==> config.mk <==
export PLATFORM = sky130hd
export DESIGN_NAME = stream_packet_rx
export DESIGN_NICKNAME = d
export VERILOG_FILES = /design/src/rtl/stream_packet_rx.sv
export SDC_FILE = /design/constraint.sdc
export NUM_CORES = 1
export LEC_CHECK = 0
export ABC_AREA = 1
export CAP_MARGIN = 20
export CORE_MARGIN = 3
export CORE_UTILIZATION = 35
export DETAILED_ROUTE_END_ITERATION = 7
export MAX_ROUTING_LAYER = met4
export PLACE_DENSITY = 0.53
export SYNTH_ARGS = -nofsm -noshare
export SYNTH_HDL_FRONTEND = slang
export SYNTH_SLANG_ARGS = --single-unit
export TNS_END_PERCENT = 1
==> constraint.sdc <==
create_clock -name clk_hifreq -period 3.7 [get_ports clk_hifreq]
set_input_delay 0.74 -clock clk_hifreq [delete_from_list [all_inputs] [get_ports clk_hifreq]]
set_output_delay 0.74 -clock clk_hifreq [all_outputs]
set_load 0.02 [all_outputs]
==> src/rtl/stream_packet_rx.sv <==
// Packet-write receiver: frames sop/eop words into a FIFO and only
// exposes a packet to the consumer once its eop word has been accepted.
module stream_packet_rx #(
    parameter int DATA_W  = 32,
    parameter int DEPTH   = 16,
    parameter int MAX_PKT = 8
) (
    input  logic                     clk_hifreq,
    input  logic                     rst,
    input  logic                     en,
    input  logic                     wren,
    input  logic                     sop,
    input  logic                     eop,
    input  logic [DATA_W-1:0]        data_in,
    output logic                     rdy,
    output logic                     out_valid,
    output logic [DATA_W-1:0]        data_out,
    output logic                     out_sop,
    output logic                     out_eop,
    input  logic                     rd_en,
    output logic [$clog2(DEPTH):0]   pkt_count,
    output logic [$clog2(DEPTH):0]   used,
    output logic                     drop_err,
    output logic                     ovf_err
);

    localparam int AW = $clog2(DEPTH);
    localparam int PW = AW + 1;
    localparam int LW = $clog2(MAX_PKT) + 1;

    typedef enum logic [1:0] {
        IDLE,
        IN_PKT,
        DISCARD
    } state_t;

    logic [DATA_W+1:0] mem [DEPTH];

    state_t          state;
    state_t          state_n;
    logic [PW-1:0]   wr_ptr;
    logic [PW-1:0]   wr_ptr_n;
    logic [PW-1:0]   commit_ptr;
    logic [PW-1:0]   commit_ptr_n;
    logic [PW-1:0]   rd_ptr;
    logic [PW-1:0]   waddr;
    logic [PW-1:0]   base;
    logic [LW-1:0]   pkt_len;
    logic [LW-1:0]   pkt_len_n;
    logic            acc;
    logic            pop;
    logic            we;
    logic            commit;
    logic            drop;
    logic            start;

    assign used      = wr_ptr - rd_ptr;
    assign rdy       = en & ~rst & (used < PW'(DEPTH));
    assign acc       = wren & rdy;
    assign out_valid = (rd_ptr != commit_ptr);
    assign pop       = rd_en & out_valid;

    assign {out_sop, out_eop, data_out} = mem[rd_ptr[AW-1:0]];

    always_comb begin
        state_n      = state;
        wr_ptr_n     = wr_ptr;
        commit_ptr_n = commit_ptr;
        pkt_len_n    = pkt_len;
        waddr        = wr_ptr;
        base         = wr_ptr;
        we           = 1'b0;
        commit       = 1'b0;
        drop         = 1'b0;
        start        = 1'b0;

        if (acc) begin
            unique case (state)
                IDLE: begin
                    if (sop) start = 1'b1;
                    else     drop  = 1'b1;
                end
                IN_PKT: begin
                    if (sop) begin
                        // restart over the abandoned partial packet
                        drop  = 1'b1;
                        start = 1'b1;
                        base  = commit_ptr;
                    end else if (eop) begin
                        we           = 1'b1;
                        wr_ptr_n     = wr_ptr + 1'b1;
                        commit       = 1'b1;
                        commit_ptr_n = wr_ptr + 1'b1;
                        state_n      = IDLE;
                    end else if (pkt_len < LW'(MAX_PKT - 1)) begin
                        we        = 1'b1;
                        wr_ptr_n  = wr_ptr + 1'b1;
                        pkt_len_n = pkt_len + 1'b1;
                    end else begin
                        wr_ptr_n = commit_ptr;
                        drop     = 1'b1;
                        state_n  = DISCARD;
                    end
                end
                DISCARD: begin
                    if (sop)      start   = 1'b1;
                    else if (eop) state_n = IDLE;
                end
                default: state_n = IDLE;
            endcase
        end

        if (start) begin
            we       = 1'b1;
            waddr    = base;
            wr_ptr_n = base + 1'b1;
            if (eop) begin
                commit       = 1'b1;
                commit_ptr_n = base + 1'b1;
                state_n      = IDLE;
            end else begin
                pkt_len_n = LW'(1);
                state_n   = IN_PKT;
            end
        end
    end

    always_ff @(posedge clk_hifreq) begin
        if (rst) begin
            state      <= IDLE;
            wr_ptr     <= '0;
            commit_ptr <= '0;
            rd_ptr     <= '0;
            pkt_len    <= '0;
            pkt_count  <= '0;
            drop_err   <= 1'b0;
            ovf_err    <= 1'b0;
        end else begin
            state      <= state_n;
            wr_ptr     <= wr_ptr_n;
            commit_ptr <= commit_ptr_n;
            pkt_len    <= pkt_len_n;
            drop_err   <= drop;
            ovf_err    <= wren & ~rdy;
            if (pop) rd_ptr <= rd_ptr + 1'b1;
            unique case ({commit, pop & out_eop})
                2'b10:   pkt_count <= pkt_count + 1'b1;
                2'b01:   pkt_count <= pkt_count - 1'b1;
                default: pkt_count <= pkt_count;
            endcase
        end
    end

    always_ff @(posedge clk_hifreq) begin
        if (we) mem[waddr[AW-1:0]] <= {sop, eop, data_in};
    end

endmodule

# After elaboration in Yosys (flattened, before gate mapping)
# Memories as Yosys holds them, arrays and structs flattened. A register that Yosys moved wholly into a read port is not among the register bits.
# Cells that the tools add are included.
# word_totals
ff_bits,28
ram_bits,544
input_bits,39
out_inout_bits,48
memories,1
# classes
add_sub_neg,7
order_cmp,2
n_eq_ne,11
n_mux,57
n_bitwise,9
reduce_logical,8
# mem_list
name,words,width,read_ports,rd_clocked_by_memory_dff,wr,line,text
mem,16,34,1,1,1,37,logic [DATA_W+1:0] mem [DEPTH];
# op_table
cell,n
$mux W5,15
$mux W4,10
$mux W1,22
$add A5 B1 Y5 const B,4
$mux W2,7
$pmux W5 S2,1
$ne A3 B3 Y1 const B,3
$and A1 B1 Y1,6
$pmux W2 S3,1
$reduce_and A6 Y1,1
$reduce_bool A2 Y1,3
$lt A5 B5 Y1 const B,1
$ne A5 B5 Y1,1
$sub A5 B1 Y5 const B,1
$sub A5 B5 Y5,1
$add A4 B1 Y4 const B,1
$eq A2 B1 Y1 const B,2
$eq A2 B2 Y1 const B,2
$lt A4 B3 Y1 const B,1
$ne A4 B4 Y1 const B,1
$not A1 Y1,3
$reduce_and A3 Y1,1
$reduce_or A3 Y1,1
$logic_not A2 Y1,1
4 further kinds,4

# Longest topological paths before layout
# depth
ltp_word,9
mapped_depth,24
ltp_nobuf,23

# Worst setup path after synthesis
# Ideal clock, no wire load.
# synth_timing
kind,register to register
start,register wr_ptr[0]
end,"memory mem[0][0] (netlist name), enable pin"
t_arrival_ns,3.570
slack_ns,-0.296
path_stages_with_launch,15
path_buffers,0
path_cell_list,dfxtp_1 > inv_1 > ha_1 > fa_1 > inv_1 > nand2_1 > nand2_1 > nand3_1 > nand2_4 > nand3_4 > inv_2 > nand2_2 > o21ai_2 > nand3_1 > nor2_1
# synth_between
elab_chain_len,8
elab_cells_between_ends,13
# synth_rtl
element,line,text
start: declaration,41,logic [PW-1:0] wr_ptr;
start signal: assignment,140,wr_ptr <= wr_ptr_n;
$sub A5 B5 Y5,57,assign used = wr_ptr - rd_ptr;
$lt A5 B5 Y1,58,assign rdy = en & ~rst & (used < PW'(DEPTH));
$and A1 B1 Y1,58,
$and A1 B1 Y1,59,assign acc = wren & rdy;
$mux W1,77,if (acc) begin
$mux W1,113,if (start) begin
$mux W1,155,"if (we) mem[waddr[AW-1:0]] <= {sop, eop, data_in};"
$mux W1 (not written as such),155,
end: declaration,37,
# Parallel ways exist; a longest one is shown, timed or not.

==> metrics.txt <==
outcome=complete, no violations; asr flop ratio synth=0; row count=95; worst-path cell chain=buf_12 -> mux2i_1 -> o211ai_1 -> nand3_1 -> nand2_1 -> clkdlybuf4s50_1; Adder-Cell Fraction of Synth Area=0.00799; grt total ovfl=0; number of CTS-inserted buffers=between 60 and 70; global-route wire length before repair=a little under 90 mm; worst setup margin=around 65 ps; sw power=slightly above 4 mW; XOR/XNOR Fraction of Synth Area=0.00552; Place WS=about 31 ps; largest fanout on the critical path=78; Core Area=between 60000 and 70000 µm²; relative slew slack=0.451; Die Wd=~270 µm; final net count=approximately 2000; port buffer count=86; layout cell share with drive strength beyond 1=0.110; Root Driver=clkbuf_16; Routed Antenna Nets=0; fin util=0.421; crit share post-route=0.982; cell area after placement=about 26000 µm²; Iteration-0 DRC Markers=approximately 950; Synth-to-Final Area Change=19.1%; peak supply drop=between 300 and 400 µV; # DRC=0; starting density of the core=0.354; post-synthesis sequential area ratio=0.713; switching portion of total power=0.269; final number of setup-violating endpoints=0; max frequency=around 0.28 GHz; Mapped Cells=1774; Seq pwr share=0.472; Hold WC Path Type=reg -> reg; vias in the first global route=14165; mapped cell area=between 20000 and 25000 µm²; die area=about 71000 µm²; Post-Syn Area per Cell=13.4 µm²; Cell variety after synth=37; Max Cap Violations=0; CTS Hold Buffers Added=0; largest net degree at the start of global routing=83; dpl hpwl=approximately 34 mm; Post-Route WL=about 59 mm; Critical Path RT=2960 ps; DRT Pass-1 Iters=6; slowest CP cell=clkdlybuf4s50_1; CTS tree=done; synth warn=0; fill count=approximately 6100; Synth Area in Simple Gates=0.0485; # H-tree levels=2; drt wl/cell=20.8 µm; Tot Pwr=15.3 mW; Mapped Nets=1827; Worst path max stage delay=between 600 and 700 ps; EDFF count, synth=between 500 and 600; Clock Skew=31.4 ps; PwrDens=around 540 nW/µm²; Hold Fails Final Rpt=0; logic gate share of total power=0.162; Clk pwr share=0.366; post-synthesis mux area share=0.0576; die height=between 200 and 300 µm; initial antenna violation count=4; TritonCTS Sinks=approximately 580; Final Slew Violations=0; Primary FF master, synth=edfxtp_1; Crit. End Element=output pin; Worst-path clk slew=approximately 60 ps; maximum buffer depth of the clock tree=3; Avg Vias per Cell=5.04; clk_lat worst skew=approximately 650 ps; Placer Congestion=around 0.86; worst-margin pin slew=~820 ps; largest family of logic cells by synthesized area=compound AO/OA/AOI/OAI gates; RSZ-0062 raised after global routing=true; post-synthesis compound-gate area fraction=0.119; P_int=11.2 mW; I/O pins=87; via count=14238; design area=between 20000 and 30000 µm²; critical path data arrival time=2900 ps; GR Util All Layers=0.169; min Tclk post-route=3640 ps; WS Path Type=reg -> out; synthesized flop and latch total=between 500 and 600; CP startpoint kind=register; tightest hold margin=around 470 ps; leakage=approximately 9.6 nW
==> placed cells by master, fill, tap and decap left out, drive strengths merged <==
master,Yosys,final
mux2i,137,137
dlymetal6s2s,0,12
xor2,10,10
nand2,115,115
a21oi,163,163
diode,0,4
nor3,4,4
nand4,10,10
nor2,46,46
dlygate4sd2,0,2
clkdlybuf4s50,0,72
buf,38,77
fa,2,2
edfxtp,544,544
clkbuf,63,76
o211ai,138,138
ha,12,12
clkinvlp,0,3
xnor2,5,5
a21o,2,2
inv,188,193
and3,1,1
nand3,67,67
or2,1,1
dfxtp,32,32
clkinv,3,32
o21ai,192,192
a31oi,1,1
bufbuf,0,1
==> power groups by stage <==
stage | registers, mW | clock network (mW) | logic, mW
final | 7.23 | 5.60 | 2.47
after detailed placement | 7.36 | 0 | 2.43
after global placement | 7.36 | 0 | 2.42
after floorplan | 7.34 | 0 | 1.51
after global routing | 7.23 | 6.04 | 2.72
after CTS | 7.22 | 5.76 | 2.49
==> sequential cells by signal, indices dropped and copies added (netlist names), named ones only <==
signal and count:
mem 544, commit_ptr 5, drop_err 1, rd_ptr 5, state 2, wr_ptr 5, ovf_err 1, pkt_len 4
pkt_count 5
==> metrics by stage <==
stage | cells | TNS, ps
floorplan | 1774 | -160860
global placement | 2706 | 0
detailed placement | 2706 | 0
CTS | 2820 | -23.0
global route | 2827 | -438
finish | 2827 | 0
==> cells by family (layout without fill, tap and decap cells) <==
logic type,Yosys count,after routing
mux,137,137
fa+ha+maj,14,14
flops,576,576
xor+xnor,15,15
compound gates,496,496
buf+inv,292,468
simple gates,244,244
other cells,0,4
==> cell usage after synthesis, types with 2 or more instances <==
master / count / area [µm²]
nand2_1: 103 / 387
nand2_4: 9 / 101
edfxtp_1: 544 / 16300
buf_2: 23 / 115
o211ai_1: 138 / 1040
dfxtp_1: 32 / 641
a21oi_1: 163 / 816
xor2_1: 10 / 87.6
nor2_1: 42 / 158
clkinv_1: 2 / 7.51
mux2i_1: 137 / 1370
fa_1: 2 / 40.0
a21o_1: 2 / 15.0
xnor2_1: 5 / 43.8
o21ai_0: 189 / 946
buf_1: 13 / 48.8
nand4_1: 10 / 62.6
nand3_1: 66 / 330
o21ai_2: 2 / 17.5
inv_1: 183 / 687
clkbuf_1: 62 / 233
ha_1: 12 / 150
nor2_4: 2 / 22.5
inv_2: 5 / 18.8
nand2_2: 3 / 18.8
nor3_1: 4 / 20.0
==> repair_timing <==
action | 4_1_cts | 5_1_grt
gates cloned | 1 | 1
buffers inserted | 2 | 2
pin swaps | 0 | 3
gates resized for setup | 14 | 24
endpoints found under the setup margin | 25 | 28
==> worst paths after layout <==
kind / from / endpoint / slack [ps] / cells after the start
hold / removal: pkt_len[2]$_SDFF_PP0_ / pkt_len[2]$_SDFF_PP0_ / 470 / 2
hold reg to reg: pkt_len[2]$_SDFF_PP0_ / pkt_len[2]$_SDFF_PP0_ / 470 / 2
setup / recovery: register / data_out[13] / 60 / 6
setup reg to reg: wr_ptr[0]$_SDFFE_PP0P_ / mem[9][17]$_DFFE_PP_ / 290 / 16
==> layer usage <==
layer / track usage / share of wire / vias to the layer above
li1: - / - / 6813
met1: 0.227 / 0.46 / 7063
met2: 0.269 / 0.48 / 288
met3: 0.0289 / 0.047 / 74
met4: 0.0408 / 0.019 / 0
met5: - / 0 / -
==> cell type report <==
cell class / count / area [µm²] / share of cell area
flip-flops and latches: 576 / 17000 / 0.599
multi-input cells: 906 / 5820 / 0.205
repair buffers: 166 / 1900 / 0.0672
clock buffers: 74 / 1580 / 0.0556
well taps: 873 / 1090 / 0.0385
inverters: 191 / 726 / 0.0256
clock inverters: 37 / 244 / 0.00860
diodes: 4 / 10.0 / 0.000353
==> worst max-delay path, delay by kind of cell (launching register included) <==
family	cells	cell delay (ps)
buffers and inverters	2	990
AND/OR/NAND/NOR	2	330
multiplexers	1	140
flip-flops	1	490
AO/OA/AOI/OAI	1	230
(Power assumes the default switching activity.)
